==> src/rtl/gf2027_pkg.sv <==
// Shared types and constants for the GF(2027) multiply front end.
// Widths are sized so the folded product always fits the 21-bit Barrett reducer input.
package gf2027_pkg;

    localparam int unsigned Q      = 2027;
    localparam int unsigned W      = 11;
    localparam int unsigned PW     = 21;
    localparam int unsigned FOLD_C = 2075648;

    typedef logic [W-1:0]   residue_t;
    typedef logic [2*W-1:0] raw_t;
    typedef logic [PW-1:0]  fold_t;
    typedef logic [3:0]     iter_t;

    typedef enum logic [1:0] {
        IDLE,
        MUL,
        FOLD,
        DONE
    } state_t;

    localparam residue_t Q_RES      = residue_t'(Q);
    localparam raw_t     FOLD_C_RAW = raw_t'(FOLD_C);
    localparam iter_t    LAST_ITER  = iter_t'(W - 1);

    // Inputs never exceed 2047 < 2Q, so one conditional subtract yields a residue.
    function automatic residue_t pre_reduce(input residue_t x);
        return (x >= Q_RES) ? residue_t'(x - Q_RES) : x;
    endfunction

endpackage

==> src/rtl/gf2027_fold21.sv <==
// Combinational 22->21-bit fold: subtracts Q*2^10 once when the raw product reaches 2^21.
// Result stays congruent mod Q and is guaranteed below 2^21 for any product of two residues.
module gf2027_fold21
    import gf2027_pkg::*;
(
    input  logic [2*W-1:0] raw,
    output logic [PW-1:0]  folded
);

    raw_t diff;

    always_comb begin
        diff   = raw - FOLD_C_RAW;
        folded = raw[2*W-1] ? diff[PW-1:0] : raw[PW-1:0];
    end

endmodule

==> src/rtl/gf2027_mul_front.sv <==
// Iterative radix-2 shift-add multiplier for GF(2027) operands with a folded 21-bit result
// presented over a valid/ready handshake to the downstream Barrett reducer.
module gf2027_mul_front
    import gf2027_pkg::*;
(
    input  logic          clk,
    input  logic          rst,
    input  logic          in_valid,
    output logic          in_ready,
    input  logic [W-1:0]  in_a,
    input  logic [W-1:0]  in_b,
    output logic          out_valid,
    input  logic          out_ready,
    output logic [PW-1:0] out_prod,
    output logic          busy
);

    state_t   state_q, state_d;
    residue_t a_q, a_d;
    residue_t b_q, b_d;
    raw_t     acc_q, acc_d;
    iter_t    count_q, count_d;
    fold_t    out_prod_q, out_prod_d;
    logic     out_valid_q, out_valid_d;

    fold_t    fold_out;
    raw_t     partial;

    gf2027_fold21 u_fold (
        .raw    (acc_q),
        .folded (fold_out)
    );

    always_ff @(posedge clk or posedge rst) begin
        if (rst) begin
            state_q     <= IDLE;
            a_q         <= '0;
            b_q         <= '0;
            acc_q       <= '0;
            count_q     <= '0;
            out_prod_q  <= '0;
            out_valid_q <= 1'b0;
        end else begin
            state_q     <= state_d;
            a_q         <= a_d;
            b_q         <= b_d;
            acc_q       <= acc_d;
            count_q     <= count_d;
            out_prod_q  <= out_prod_d;
            out_valid_q <= out_valid_d;
        end
    end

    always_comb begin
        state_d = state_q;
        unique case (state_q)
            IDLE:    if (in_valid)              state_d = MUL;
            MUL:     if (count_q == LAST_ITER)  state_d = FOLD;
            FOLD:                               state_d = DONE;
            DONE:    if (out_ready)             state_d = IDLE;
            default:                            state_d = IDLE;
        endcase
    end

    always_comb begin
        a_d         = a_q;
        b_d         = b_q;
        acc_d       = acc_q;
        count_d     = count_q;
        out_prod_d  = out_prod_q;
        out_valid_d = out_valid_q;
        partial     = b_q[count_q] ? (raw_t'(a_q) << count_q) : '0;

        unique case (state_q)
            IDLE: begin
                if (in_valid) begin
                    a_d     = pre_reduce(in_a);
                    b_d     = pre_reduce(in_b);
                    acc_d   = '0;
                    count_d = '0;
                end
            end
            MUL: begin
                acc_d   = acc_q + partial;
                count_d = count_q + iter_t'(1);
            end
            FOLD: begin
                out_prod_d  = fold_out;
                out_valid_d = 1'b1;
            end
            DONE: begin
                if (out_ready) out_valid_d = 1'b0;
            end
            default: ;
        endcase
    end

    always_comb begin
        in_ready  = (state_q == IDLE);
        busy      = (state_q != IDLE);
        out_valid = out_valid_q;
        out_prod  = out_prod_q;
    end

endmodule

==> config.mk <==
export PLATFORM = sky130hd
export DESIGN_NAME = gf2027_mul_front
export DESIGN_NICKNAME = d
export VERILOG_FILES = /design/src/rtl/gf2027_pkg.sv /design/src/rtl/gf2027_fold21.sv /design/src/rtl/gf2027_mul_front.sv
export SDC_FILE = /design/constraint.sdc
export NUM_CORES = 1
export LEC_CHECK = 0
export BUFFER_PORTS_ARGS = -buffer_cell sky130_fd_sc_hd__buf_2
export CORE_AREA = 5 5 103 105
export DETAILED_ROUTE_END_ITERATION = 16
export DIE_AREA = 0 0 108 110
export PLACE_DENSITY = 0.76
export SYNTH_ARGS = -nofsm -noshare
export SYNTH_HDL_FRONTEND = slang
export SYNTH_SLANG_ARGS = --single-unit
==> constraint.sdc <==
create_clock -name clk -period 3.1 [get_ports clk]
set_input_delay 0.31 -clock clk [delete_from_list [all_inputs] [get_ports clk]]
set_output_delay 0.31 -clock clk [all_outputs]
set_load 0.01 [all_outputs]
Yosys cells after proc, flatten, opt, wreduce, memory -nomap -nowiden --
Index checks and enable logic that the tools add are counted.
Cells by class: reductions and logical operators 8, add/sub/neg operators 5, order comparisons 3, muxes and demuxes 16, eq/ne operators 7, shifts and indexed selects 1, multiply operators 0, div/mod/pow operators 0, bitwise logic cells 0
Operators with widths (number):
- 22-bit two-way mux | 2
- 22-bit case mux with 2 select lines | 1
- 22-bit adder | 1
- 11-bit >= comparator, second input constant | 2
- 11-bit two-way mux | 2
- 11-bit by 4-bit left shift with 22-bit output | 1
- 11-bit subtractor, second input constant | 2
- 21-bit two-way mux | 1
- 21-bit subtractor, second input constant | 1
- 2-bit case mux with 4 select lines | 1
- 4-bit case mux with 2 select lines | 1
- 2-bit two-way mux | 3
- 2-bit inequality test, second input constant | 3
- 2-bit AND reduction | 3
- 2-bit nonzero test | 3
- 4-bit by 5-bit less-than comparator with 1-bit output, second input constant | 1
- 4-bit by 1-bit adder with 4-bit output, second input constant | 1
- 1-bit binary-select mux with 4-bit select | 1
- 2-bit equality test, second input constant | 2
- 4-bit equality test, second input constant | 1
- 4-bit two-way mux | 1
- 3-bit AND reduction | 1
- 2-bit by 1-bit equality test with 1-bit output, second input constant | 1
- 2-bit logical NOT | 1
- 2 further kinds | 3
Storage, ports and cells: output and inout bits 24, bits in latches 0, ROM bits 0, bits in writable memories 0, memories 0, input bits 26, flip-flop bits (word level) 72

Longest topological paths before layout --
Gate-level depths: netlist of the first run.
depth in word-level cells 5, gate-level depth with buffers 15, gate-level depth less buffers 13

Modules after synthesis --
Synthesis of the first run repeated with hierarchy kept, for this count alone.
Unflattened totals: cell total of the unflattened synthesis 555, area total of the unflattened synthesis 5098.6 um2
By module, submodules not included:
- gf2027_mul_front | instances 1, cells an instance 515, area each 4784.6 um2
- gf2027_fold21 | instances 1, cells an instance 40, area each 314.1 um2

Worst setup path after synthesis of the first run --
Ideal clock, no wire load.
path type register -> register, start point reg count_q[0], end point reg acc_q[14], path buffers 1, period minus slack after synthesis 3.005 ns, setup slack 0.095 ns, library setup time 0.122 ns, cell stages (with the launch flop) 15, data arrival time 2.884 ns, cells stage by stage dfrtp_1 mux4_2 mux2i_1 or2_4 buf_6 nor2_1 ha_1 inv_1 fa_1 nand2b_1 a21oi_2 o21ai_2 a21oi_1 or3_1 a32o_1
On the way: word-level cells in the longest chain between the ends 5
Ends and longest elaborated chain:
- start: declaration | line gf2027_mul_front.sv:22 | iter_t count_q, count_d;
- start signal: assignment | line gf2027_mul_front.sv:48 | count_q <= count_d;
- 1-bit binary-select mux with 4-bit select | line gf2027_mul_front.sv:72 | partial = b_q[count_q] ? (raw_t'(a_q) << count_q) : '0;
- 1-bit two-way mux (not written as such) | line gf2027_mul_front.sv:72
- 22-bit two-way mux (*) | line gf2027_mul_front.sv:72
- 22-bit adder (*) | line gf2027_mul_front.sv:84 | acc_d = acc_q + partial;
- 22-bit case mux with 2 select lines (*) | line gf2027_mul_front.sv:74 | unique case (state_q)
- end signal: assignment | line gf2027_mul_front.sv:39 | acc_q <= '0;
- end signal: assignment | line gf2027_mul_front.sv:47 | acc_q <= acc_d;
- end: declaration | line gf2027_mul_front.sv:21 | raw_t acc_q, acc_d;
Every way passes the cells marked *; elsewhere a longest branch is shown, timed or not. The select of a mux whose other input is x is not followed. A chain may end at the register's enable or synchronous reset.

Final worst setup path of the first run --
start point reg count_q[0], end point reg acc_q[19]
The elaborated chain is that of the path after synthesis.

==> results, run 1 <==
- The switching share of total power is between 40 and 50%.
- Counting flops with an async set or reset pin after synthesis yields a share of 100%.
- Sequential cells were found to cover between 30% and 40% of the synthesized design area.
- The adder-cell share of the synthesized area is 7.84%.
- The slowest cell on the critical path is sky130_fd_sc_hd__mux4_2.
- The main combinational cell family by area after synthesis is compound AO/OA/AOI/OAI gates.
- Combinational logic burns 58.7% of the power.
- The post-synthesis instance total is 549.
- The endpoint class of the critical path is a register.
- The number of antenna violations at the first check in global routing is 0.
- For this run, design rule violations remaining after detail routing come to 0.
- In this run the register-to-register setup slack is -0.05 ns.
- At the end of the flow the core is filled with cells to 64.3%.
- The static leakage is around 2.8 nW.
- The number of buffers inserted for hold repair after clock tree synthesis is 0.
- By count the netlist is led by 72 x sky130_fd_sc_hd__dfrtp_1, 60 x sky130_fd_sc_hd__nand2_1, 45 x sky130_fd_sc_hd__o21ai_0, 44 x sky130_fd_sc_hd__a21oi_1, 44 x sky130_fd_sc_hd__nor2_1.
- The total via count after detailed routing is 4,545.
- The number of enable flip-flop cells after synthesis is 0.
- The cell family contributing the most delay on the critical path is compound AO/OA/AOI/OAI gates.
- The count of input and output buffers is between 40 and 50.
- The clock passes through at most 2 buffers.
- The logic depth of the worst path, buffers included is 11.
- The first-pass GRT wire length is 20.6 mm.
- The worst-case IR drop observed on VDD is 406 µV.
- The number of nets handed over by synthesis was 606.
- The synthesized netlist occupies a cell area of a little over 5000 µm².
- The synthesized design contains between 70 and 80 register bits.
- The die extent in y is 110 µm.
- After layout, the worst setup slack is -0.0451 ns.
- The clock buffer count from CTS is 9.
- The first-pass detailed-route iteration total is 5.
- The path depth of the worst reg2reg path is 11.
- The final worst-path cycle share is 101%.
- Summed over all layers, the global routing overflow is 0.
- The area of the core is 9550 µm².
- The largest net degree at the start of global routing is 38.
- The TritonCTS clock tree is yes.
- Averaged over all synthesized cells, the footprint is 9.18 µm².
- The max-slew headroom at the worst pin is 47.9%.
- On the worst path, the slowest cell contributes a delay of 0.56 ns.
- The root buffer cell is sky130_fd_sc_hd__clkbuf_8.
- The total non-filler cell area in the finished layout is 6140 µm².
- The run finished, with violations left.
- The worst register-to-register path ends at acc_q[19].
- The number of rows in the core area is 36.
- The number of pins with negative max-slew slack in the final report is 0.
- Along the worst path, the maximum fanout reaches 7.
- Derived from the worst setup path, the maximum achievable clock frequency is 0.318 GHz.
- The final antenna-violating net count is 0.
- The proportion of netlist area held by the largest area contributor is approximately 36%.
- The number of max-capacitance violations reported is 0.
- The most critical setup path has its endpoint at acc_q[19].
- The initial core utilization is 52.8%.
- The post-detailed-placement half-perimeter wirelength is 9.47 mm.
- The number of unique standard cell types used by synthesis is 62.
- The startpoint identified for the worst register-to-register timing path is count_q[0].
- The compound-gate portion of the synthesized area is between 20% and 30%.
- Together, buffers and inverters on the worst path number 0.
- The final RePlAce weighted congestion is around 0.95.
- The portion of synthesized area spent on multiplexers is slightly above 8%.
- Adding up every negative setup slack in the final design gives -0.0451 ns.
- After detailed routing, the total wire length is ~13 mm.
- The net switching power is between 2 and 2.5 mW.
- The final number of setup-violating endpoints is 1.
- On the final layout, the worst clock skew is about 0.014 ns.
- Of the total power, the clock network draws 13.0%.
- The number of antenna cells inserted is 0.
- Sequential cells burn 28.3% of the power.
- Total power for the finished layout comes to 5.63 mW.
- The final reports fail on setup timing.
- The number of endpoints with negative hold slack in the final report is 0.
- For the worst setup path, the data required time is between 3 and 4 ns.
- Measured along the x axis, the die boundary spans ~110 µm.
- The arrival time of the worst setup path is 3.40 ns.
- The slew at the pin closest to its max-slew limit is 0.781 ns.
- The start point of the critical path is count_q[0].
- For this design the ratio of total power to cell area is ~920 nW/µm².
- The number of nets in the finished design is 693.
- The worst hold path belongs to the class primary input to async pin.
- After detailed placement, the design holds a cell count of around 750.
- The synthesized design spends more area on one cell type than any other, namely sky130_fd_sc_hd__dfrtp_1.
- Setup repair after global routing could not meet its margin everywhere.
- 50 I/O pins were placed.
- The floorplan step defined a die boundary enclosing 11,900 µm².
- The number of vias per cell after detailed routing is 5.88.
- For this run, the number of Yosys warnings is 0.
- The clock net sink count is 72.
- The signal on the critical path passes through mux4_2 > mux2i_4 > or2_4 > o22ai_2 > ha_2 > nand2_1 > o21ai_0 > nor3_1 > a21oi_2 > nand4_1 > a31o_2.
- After layout, the minimum clock period comes to 3.15 ns.
- The worst setup path is launched from a register.
- The count of placed standard cells in the final layout, fillers left out is 773.
- The via count of the first global-routing pass is 4,395.
- The iteration-0 DRC count of the detailed router is 212.
- After detailed routing, the average wire length per cell comes to 16.7 µm.
- The H-tree depth is 3.
- The most used flip-flop cell after synthesis is sky130_fd_sc_hd__dfrtp_1.
- The post-route netlist has 31.1% of its cells at a drive strength greater than 1.
- The most numerous cell in the Yosys netlist is sky130_fd_sc_hd__dfrtp_1.
- The area growth from synthesis to layout is 21.8%.
- The area after detailed placement is 5650 µm².
- Internal power comes to 3.20 mW.
- The clock latency on the worst-skew pair is 0.36 ns.
- The worst setup path category is register to register.
- After Yosys synthesis, and, or, nand and nor cells account for 14.7% of the synthesized area.
- By area the synthesized netlist is led by sky130_fd_sc_hd__dfrtp_1 36%, sky130_fd_sc_hd__ha_1 7.4%, sky130_fd_sc_hd__nand2_1 4.5%.
- Clock-pin slew was measured on the worst setup and hold paths at 0.08 ns.
- The xor and xnor area share after synthesis is 5.56%.
- Across every metal layer, demand over resource in global routing totals 22.0%.
-- metrics by stage --
stage	hold slack [ns]	worst slack, ns
after floorplan	0.419	0.0949
after global routing	0.160	-0.203
after CTS	0.121	0.00936
final	0.0913	-0.0451
after detailed placement	0.481	-0.0762
after global placement	0.476	-0.0518
-- cell families after synthesis --
family,count (synthesis)
muxes,33
DFF,72
AOI/OAI and AO/OA,176
xor gates and xnor gates,32
and+or+nand+nor,161
adders and majority gates,31
buffers and inverters,44
-- cell type report --
cell class | count | area (µm²)
well taps | 133 | 166
multi-input cells | 434 | 3250
inverters | 16 | 63.8
fillers | 818 | 3410
flip-flops and latches | 72 | 1800
clock inverters | 3 | 42.5
clock buffers | 12 | 145
repair buffers | 103 | 671
-- sequential cells by signal, indices dropped and copies added (netlist names) --
name and flops:
state_q 2, a_q 11, count_q 4, out_prod 21, acc_q 22, out_valid 1, b_q 11
-- how the worst min path moves through the flow --
| stage | slack (ns) | endpoint | start |
|---|---|---|---|
| detailed placement | 0.48 | b_q[4] | b_q[4] |
| global placement | 0.48 | b_q[2] | b_q[2] |
| global route | 0.16 | a_q[7] | rst |
| finish | 0.09 | a_q[7] | rst |
| CTS | 0.12 | acc_q[14] | rst |
| floorplan | 0.42 | out_valid | out_ready |
-- per-layer routing --
metal	share of wire, %	GRT usage (%)	vias up
met4	2.4	8.39	0
li1	-	-	2175
met3	5.8	4.08	27
met5	0	0	-
met2	50	38.3	136
met1	42	27.4	2207
-- layout by cell type, fill, tap and decap left out, types with 10 or more instances in the layout --
cell type / netlist / final
sky130_fd_sc_hd__dfrtp_1: 72 / 70
sky130_fd_sc_hd__nand2_1: 60 / 59
sky130_fd_sc_hd__buf_4: 4 / 51
sky130_fd_sc_hd__buf_2: 3 / 49
sky130_fd_sc_hd__o21ai_0: 45 / 42
sky130_fd_sc_hd__nor2_1: 44 / 41
sky130_fd_sc_hd__a21oi_1: 44 / 33
sky130_fd_sc_hd__ha_1: 30 / 23
sky130_fd_sc_hd__xnor2_1: 19 / 19
sky130_fd_sc_hd__nand3_1: 18 / 18
sky130_fd_sc_hd__a22o_1: 18 / 18
sky130_fd_sc_hd__mux2_2: 16 / 16
sky130_fd_sc_hd__xor2_1: 13 / 13
sky130_fd_sc_hd__inv_1: 15 / 12
sky130_fd_sc_hd__a21oi_2: 4 / 12
sky130_fd_sc_hd__mux2i_1: 12 / 10
sky130_fd_sc_hd__clkbuf_8: 1 / 10
-- power groups by stage --
stage | logic, mW | clock network, mW | registers, mW
floorplan | 1.98 | 0 | 1.56
global placement | 2.80 | 0 | 1.59
detailed placement | 2.88 | 0 | 1.61
CTS | 2.93 | 0.749 | 1.59
global route | 3.62 | 0.786 | 1.64
finish | 3.30 | 0.732 | 1.60
-- repair_timing --
action                     4_1_cts  5_1_grt
pin swaps                        1       20
cloned                           1        0
setup endpoints to repair        7       16
resized for setup                3       52
setup buffers                    1        4
Note: power is estimated with default switching activity, not from simulation.
==> run 2, diff against run 1 <==
PLACE_DENSITY = not set   (was 0.76)
PLACE_DENSITY_LB_ADDON = 0.15   (was not set)
==> run 2 against run 1 <==
Effect of this change:
- the flow now finishes without violations
- fmax increased by 1.7%
- clock power increased by 24%
- count of clock-buffer cells in the layout down 2
- critical path type unchanged
==> results, run 2 (synthesis gave the netlist of run 1 again) <==
- Status: finished, final reports clean (was finished with violations).
- The area added between synthesis and finish came to 25.6% (was 21.8%).
- The switching share of total power was 41.7% (was 43.2%).
- The worst path setup slack after routing is 0.00801 ns (was -0.0451 ns).
- The required arrival time at the worst endpoint is 3.40 ns (was 3.36 ns).
- The arrival time of the worst setup path is 3.39 ns (was 3.40 ns).
- The layout filler cell count is 816 (was 818).
- The final antenna-violating net count came to 0 (unchanged).
- The sequential group share of total power is 26.7% (was 28.3%).
- The number of rows in the core area is 36 (unchanged).
- The largest net degree at the start of global routing is 43 (was 38).
- The post-detailed-placement half-perimeter wirelength is 9.54 mm (was 9.47 mm).
- The count of input and output buffers is 49 (unchanged).
- The horizontal die dimension is 108 µm (unchanged).
- The max-slew headroom at the worst pin is 45.6% (was 47.9%).
- The number of antenna cells inserted was 0 (unchanged).
- The first-pass GRT wire length is 21.0 mm (was 20.6 mm).
- The number of endpoints with negative hold slack in the final report is 0 (unchanged).
- The peak clock frequency supported by timing came to 0.323 GHz (was 0.318 GHz).
- The top fanout value on the critical path is 7 (unchanged).
- The wire length per cell is 16.4 µm (was 16.7 µm).
- The power per cell area is 943 nW/µm² (was 917 nW/µm²).
- The clock latency on the worst-skew pair is 0.36 ns (about the same).
- The path depth of the worst reg2reg path was 11 (unchanged).
- The sequential standard cell area is 1800 µm² (unchanged).
- The total global routing overflow is 0 (unchanged).
- The final worst clock skew came to 0.0123 ns (was 0.0144 ns).
- The slew at the pin closest to its max-slew limit is 0.816 ns (was 0.781 ns).
- The internal power of the cells is 3.48 mW (was 3.20 mW).
- The full die area is 11,900 µm² (unchanged).
- The largest buffer count on any clock path was 2 (unchanged).
- The clock buffer count from CTS came to 9 (unchanged).
- The logic gate share of total power was 58.2% (was 58.7%).
- The maximum resistive drop on vdd is 447 µV (was 406 µV).
- By instance count, the cell type seen most on the critical path is sky130_fd_sc_hd__a211oi_2.
- The first-pass detailed-route iteration total was 5 (unchanged).
- The final total power came to 5.97 mW (was 5.63 mW).
- The iteration-0 DRC count of the detailed router is 208 (was 212).
- The sort of element at the start of the critical path is a register (unchanged).
- The die extent in y came to 110 µm (unchanged).
- The clock net sink count came to 72 (unchanged).
- The final-layout setup total negative slack is 0 ns (was -0.0451 ns).
- The post-detailed-route DRC marker count is 0 (unchanged).
- The total global routing track utilization is 22.3% (was 22.0%).
- The total via count after detailed routing is 4,475 (was 4,545).
- The final RePlAce weighted congestion is 0.911 (was 0.950).
- The number of pins with negative max-slew slack in the final report came to 0 (unchanged).
- The layout cell share with drive strength beyond 1 is 32.9% (was 31.1%).
- The area occupied by multi-input gates is 3270 µm² (was 3250 µm²).
- The number of buffers and inverters on the critical path is 0 (unchanged).
- Cells traversed along the worst timing path: mux4_2 > mux2i_4 > or2_4 > o22ai_1 > ha_2 > nand2_2 > o21a_4 > a211oi_2 > a211oi_2 > or3_1 > o21ai_2 (was mux4_2 > mux2i_4 > or2_4 > o22ai_2 > ha_2 > nand2_1 > o21ai_0 > nor3_1 > a21oi_2 > nand4_1 > a31o_2).
- The proportion of power drawn by the clock network came to 15.2% (was 13.0%).
- The clock edge transition at the registers on the reported setup and hold paths is 0.09 ns (was 0.08 ns).
- The placement-stage worst setup slack is -0.167 ns (was -0.0762 ns).
- The boundary pin count is 50 (unchanged).
- The net switching power was 2.49 mW (was 2.43 mW).
- The cell type group with the largest total delay on the critical path is multiplexers (was compound AO/OA/AOI/OAI gates).
- The logic depth of the worst path, buffers included is 11 (unchanged).
- The initial core utilization came to 52.8% (unchanged).
- The leading cell type in the layout, fill and taps excluded is sky130_fd_sc_hd__dfrtp_1 (unchanged).
- The delay of the slowest cell on the worst path is 0.57 ns (was 0.56 ns).
- The area of the core is 9550 µm² (unchanged).
- The count of placed standard cells in the final layout, fillers left out is 789 (was 773).
- The worst setup path category is register to register (unchanged).
- The H-tree depth was 3 (unchanged).
- The static leakage is 2.88 nW (was 2.77 nW).
- The cell total after placement came to 764 (was 752).
- The worst hold-check path type is primary input to async pin (unchanged).
- The final worst-path cycle share came to 99.7% (was 101%).
- The number of max-capacitance violations reported is 0 (unchanged).
- Setup repair after global routing missed its margin: true (unchanged).
- The endpoint class of the critical path is a register (unchanged).
- Commonest cells after routing, fill and taps aside: 70 x sky130_fd_sc_hd__dfrtp_1, 63 x sky130_fd_sc_hd__buf_4, 58 x sky130_fd_sc_hd__nand2_1, 49 x sky130_fd_sc_hd__buf_2, 41 x sky130_fd_sc_hd__nor2_1 (was 70 x sky130_fd_sc_hd__dfrtp_1, 59 x sky130_fd_sc_hd__nand2_1, 51 x sky130_fd_sc_hd__buf_4, 49 x sky130_fd_sc_hd__buf_2, 42 x sky130_fd_sc_hd__o21ai_0).
- The number of antenna violations at the first check in global routing was 0 (unchanged).
- The most flop-heavy register is acc_q (unchanged).
- The slowest cell on the critical path is sky130_fd_sc_hd__mux4_2 (unchanged).
- The via count of the first global-routing pass is 4,358 (was 4,395).
- The TritonCTS clock tree was yes (unchanged).
- The post-detailed-routing wire length was 12.9 mm (about the same).
- The root buffer cell is sky130_fd_sc_hd__clkbuf_8 (unchanged).
- The number of nets in the finished design is 708 (was 693).
- The post-layout minimum cycle time is 3.09 ns (was 3.15 ns).
- The final number of setup-violating endpoints is 0 (was 1).
- The number of flip-flops under the largest register name was 22 (unchanged).
- The number of vias per cell after detailed routing is 5.67 (was 5.88).
==> run 2: routing by layer <==
layer | part of all wire, % | global-route usage, % | routed length, µm | up-vias
li1 | - | - | - | 2204
met5 | 0 | 0 | 0 | -
met4 | 1.6 | 6.94 | 204 | 0
met2 | 50 | 38.4 | 6440 | 112
met3 | 5.3 | 4.25 | 683 | 22
met1 | 43 | 28.6 | 5620 | 2137
==> run 2: final cells by class <==
type	count	share of cell area, %
multi-input combinational	434	51.7
sequential	72	28.5
timing repair buffer	118	12.5
tap	133	2.63
clock buffer	10	2.02
clock inverter	6	1.70
inverter	16	0.949
==> run 2: power groups by stage <==
stage	clock network, mW	registers [mW]	logic [mW]
global route	0.953	1.64	3.80
floorplan	0	1.56	1.98
detailed placement	0	1.61	3.00
finish	0.906	1.59	3.47
CTS	0.919	1.59	3.09
global placement	0	1.60	2.96
==> run 2: stage by stage <==
stage                     utilization (%)  hold slack, ns  area [µm²]
final                                66.3          0.0562        6330
after floorplan                         -           0.419        5040
after global routing                 66.3           0.112        6330
after CTS                            63.4          0.0696        6050
after global placement               60.1           0.444        5740
after detailed placement             60.1           0.463        5740
==> run 2: what timing repair did <==
action	4_1_cts	5_1_grt
pin swaps	2	15
endpoints found under the setup margin	12	17
buffers inserted	2	6
hold buffers	0	0
resized for setup	11	55
gates cloned	1	0
==> run 2: path summary, 6_finish.rpt <==
check / startpoint / to / slack [ns]
max in group asynchronous: rst / count_q[1] / 2.36
worst max register to register: count_q[0] / acc_q[21] / 0.008
min in group clk: out_ready / out_valid / 0.16
worst max-delay path: count_q[0] / acc_q[21] / 0.008
worst min-delay path: rst / a_q[5] / 0.06
worst min register to register: b_q[4] / b_q[4] / 0.49
==> run 3, diff against run 2 <==
CORE_AREA = 5 5 127 129   (was 5 5 103 105)
DIE_AREA = 0 0 132 134   (was 0 0 108 110)
PLACE_DENSITY_LB_ADDON = not set   (was 0.15)
RECOVER_POWER = 100   (was not set)
==> run 3 against run 2 <==
Effect of this change:
- power down 0.36%
- flip-flop and latch count unchanged
- combinational power down 3%
- sequential power about the same
- final cell count up 6.0%
- fmax about the same
- count of clock-buffer cells in the layout down 1
- critical path depth unchanged
- largest cell class unchanged
- highest routed layer unchanged
==> results, run 3 (synthesis gave the netlist of run 1 again) <==
- The clock edge transition at the registers on the reported setup and hold paths is 0.06 ns (was 0.09 ns).
- The peak clock frequency supported by timing is 0.324 GHz (was 0.323 GHz).
- The iteration-0 DRC count of the detailed router was 174 (was 208).
- The max-slew headroom at the worst pin came to 15.8% (was 45.6%).
- The delay of the slowest cell on the worst path was 0.57 ns (about the same).
- The leading cell type in the layout, fill and taps excluded is sky130_fd_sc_hd__dfrtp_1 (unchanged).
- The utilization of the core after routing was 42.5% (was 66.3%).
- The area of the core is 14,900 µm² (was 9550 µm²).
- The minimum setup slack among reg-to-reg paths was 0.009 ns (was 0.008 ns).
- The horizontal die dimension was 132 µm (was 108 µm).
- Status: finished, final reports clean (unchanged).
- The required arrival time at the worst endpoint is 3.34 ns (was 3.40 ns).
- Commonest cells after routing, fill and taps aside: 70 x sky130_fd_sc_hd__dfrtp_1, 59 x sky130_fd_sc_hd__nand2_1, 55 x sky130_fd_sc_hd__buf_4, 43 x sky130_fd_sc_hd__nor2_1, 41 x sky130_fd_sc_hd__o21ai_0 (was 70 x sky130_fd_sc_hd__dfrtp_1, 63 x sky130_fd_sc_hd__buf_4, 58 x sky130_fd_sc_hd__nand2_1, 49 x sky130_fd_sc_hd__buf_2, 41 x sky130_fd_sc_hd__nor2_1).
- The path with the worst hold slack has its endpoint at out_valid.
- The worst hold-check path type is primary input to register (was primary input to async pin).
- The most flop-heavy register was acc_q (unchanged).
- The final number of setup-violating endpoints is 0 (unchanged).
- The largest net degree at the start of global routing came to 38 (was 43).
- The layout cell share with drive strength beyond 1 was 28.2% (was 32.9%).
- The total global routing track utilization is 15.1% (was 22.3%).
- The total global routing overflow is 0 (unchanged).
- The top fanout value on the critical path was 7 (unchanged).
- The root buffer cell is sky130_fd_sc_hd__clkbuf_16 (was sky130_fd_sc_hd__clkbuf_8).
- The number of flip-flops under the largest register name is 22 (unchanged).
- The die extent in y is 134 µm (was 110 µm).
- The largest buffer count on any clock path was 2 (unchanged).
- The first-pass GRT wire length is 21.9 mm (was 21.0 mm).
- The final RePlAce weighted congestion is 0.847 (was 0.911).
- The arrival time of the worst setup path is 3.33 ns (was 3.39 ns).
- The number of pins with negative max-slew slack in the final report is 0 (unchanged).
- The path depth of the worst reg2reg path is 11 (unchanged).
- The post-detailed-route DRC marker count was 0 (unchanged).
- The via count of the first global-routing pass is 4,429 (was 4,358).
- The sort of element at the start of the critical path is a register (unchanged).
- The full die area came to 17,700 µm² (was 11,900 µm²).
- The worst flop-to-flop path startpoint is count_q[0] (unchanged).
- The post-detailed-routing wire length is 13.3 mm (was 12.9 mm).
- The cell type group with the largest total delay on the critical path was multiplexers (unchanged).
- The final worst-path cycle share was 99.7% (about the same).
- The area added between synthesis and finish came to 25.7% (was 25.6%).
- The total non-filler cell area in the finished layout came to 6340 µm² (was 6330 µm²).
- The number of vias per cell after detailed routing is 5.26 (was 5.67).
- The clock buffer count from CTS is 9 (unchanged).
- The number of nets in the finished design is 702 (was 708).
- The H-tree depth is 3 (unchanged).
- The number of max-capacitance violations reported is 0 (unchanged).
- The TritonCTS clock tree is yes (unchanged).
- The worst setup path category is register to register (unchanged).
- The slew at the pin closest to its max-slew limit is 1.26 ns (was 0.816 ns).
- The clock net sink count is 72 (unchanged).
- The endpoint class of the critical path was a register (unchanged).
- Setup repair after global routing missed its margin: true (unchanged).
- The post-detailed-placement half-perimeter wirelength is 9.94 mm (was 9.54 mm).
- The boundary pin count is 50 (unchanged).
- The number of rows in the core area is 45 (was 36).
- The power per cell area is 939 nW/µm² (was 943 nW/µm²).
- The worst hold path depth is 2.
- The number of antenna cells inserted is 0 (unchanged).
- The final antenna-violating net count came to 0 (unchanged).
- The number of endpoints with negative hold slack in the final report is 0 (unchanged).
- The initial core utilization is 33.8% (was 52.8%).
- The number of buffers and inverters on the critical path is 1 (was 0).
- The endpoint of the lowest-slack register-to-register path is acc_q[14] (was acc_q[21]).
- The area after detailed placement is 5740 µm² (about the same).
- The wire length per cell is 16.0 µm (was 16.4 µm).
- The clock latency on the worst-skew pair was 0.35 ns (was 0.36 ns).
- The number of antenna violations at the first check in global routing is 0 (unchanged).
- The final worst clock skew is 0.00746 ns (was 0.0123 ns).
- In this run the most critical hold path is launched from out_ready.
- The total via count after detailed routing was 4,396 (was 4,475).
- The maximum resistive drop on vdd came to 363 µV (was 447 µV).
- The count of input and output buffers came to 49 (unchanged).
- The post-layout minimum cycle time is 3.09 ns (about the same).
- The static leakage is 2.77 nW (was 2.88 nW).
- The final-layout setup total negative slack was 0 ns (unchanged).
- Cells traversed along the worst timing path: mux4_2 > mux2i_4 > or2_4 > o22ai_1 > ha_2 > buf_4 > a21oi_4 > o21a_1 > a21oi_2 > or3_1 > a32o_1 (was mux4_2 > mux2i_4 > or2_4 > o22ai_1 > ha_2 > nand2_2 > o21a_4 > a211oi_2 > a211oi_2 > or3_1 > o21ai_2).
- The first-pass detailed-route iteration total is 6 (was 5).
- The slowest cell on the critical path is sky130_fd_sc_hd__mux4_2 (unchanged).
==> run 3: cell count changes in the layout (fill, tap and decap cells not counted), moves of 4 or more <==
cell | before | now
sky130_fd_sc_hd__buf_4 | 63 | 55
sky130_fd_sc_hd__clkbuf_8 | 9 | 0
sky130_fd_sc_hd__clkbuf_1 | 1 | 27
sky130_fd_sc_hd__buf_6 | 5 | 1
sky130_fd_sc_hd__clkbuf_16 | 0 | 9
sky130_fd_sc_hd__buf_2 | 49 | 26
==> run 3: through the flow <==
step / hold WS (ns) / setup slack, ns / std cells / power [mW]
6_report: 0.166 / 0.00892 / 836 / 5.95
5_1_grt: 0.154 / -0.112 / 836 / 6.40
4_1_cts: 0.154 / -0.00790 / 826 / 5.68
3_5_place_dp: 0.293 / -0.105 / 808 / 4.53
3_3_place_gp: 0.294 / -0.128 / 808 / 4.47
2_1_floorplan: 0.419 / 0.0949 / 549 / 3.54
==> run 3: report_power, final <==
group	internal, mW	total, mW	switching (mW)
combinational	1.55	3.37	1.82
clock	0.607	0.987	0.380
sequential	1.29	1.60	0.307
==> run 3: what timing repair did <==
item                       CTS  global route
resized for setup           16            44
setup endpoints to repair   11            15
hold buffers                 1             0
cloned                       1             1
hold endpoints to repair    14             0
pin swaps                    8            23
setup buffers                2             9
==> run 3: worst max-delay path by stage <==
stage,start,endpoint,slack (ns),cells past startpoint
finish,count_q[0],acc_q[14],0.009,11
floorplan,count_q[0],acc_q[14],0.09,14
global placement,count_q[1],acc_q[21],-0.13,13
global route,count_q[0],acc_q[20],-0.11,12
CTS,count_q[1],acc_q[8],-0.008,15
detailed placement,count_q[0],acc_q[19],-0.10,11
==> run 3: area by class of cell <==
cell class                 instances  area, µm²
clock buffer                       9        225
inverter                          16       63.8
clock inverter                     5       50.0
tap                              188        235
multi-input combinational        434       3270
fill                            1465       8580
sequential                        72       1800
timing repair buffer             112        691
==> run 3: per-layer routing <==
metal / track usage, % / up-vias / wire [µm] / share of wire (%)
met5: 0 / - / 0 / 0
met4: 4.46 / 0 / 255 / 1.9
met3: 4.16 / 18 / 583 / 4.4
met2: 25.5 / 88 / 6480 / 49
met1: 18.9 / 2097 / 6030 / 45
li1: - / 2193 / - / -
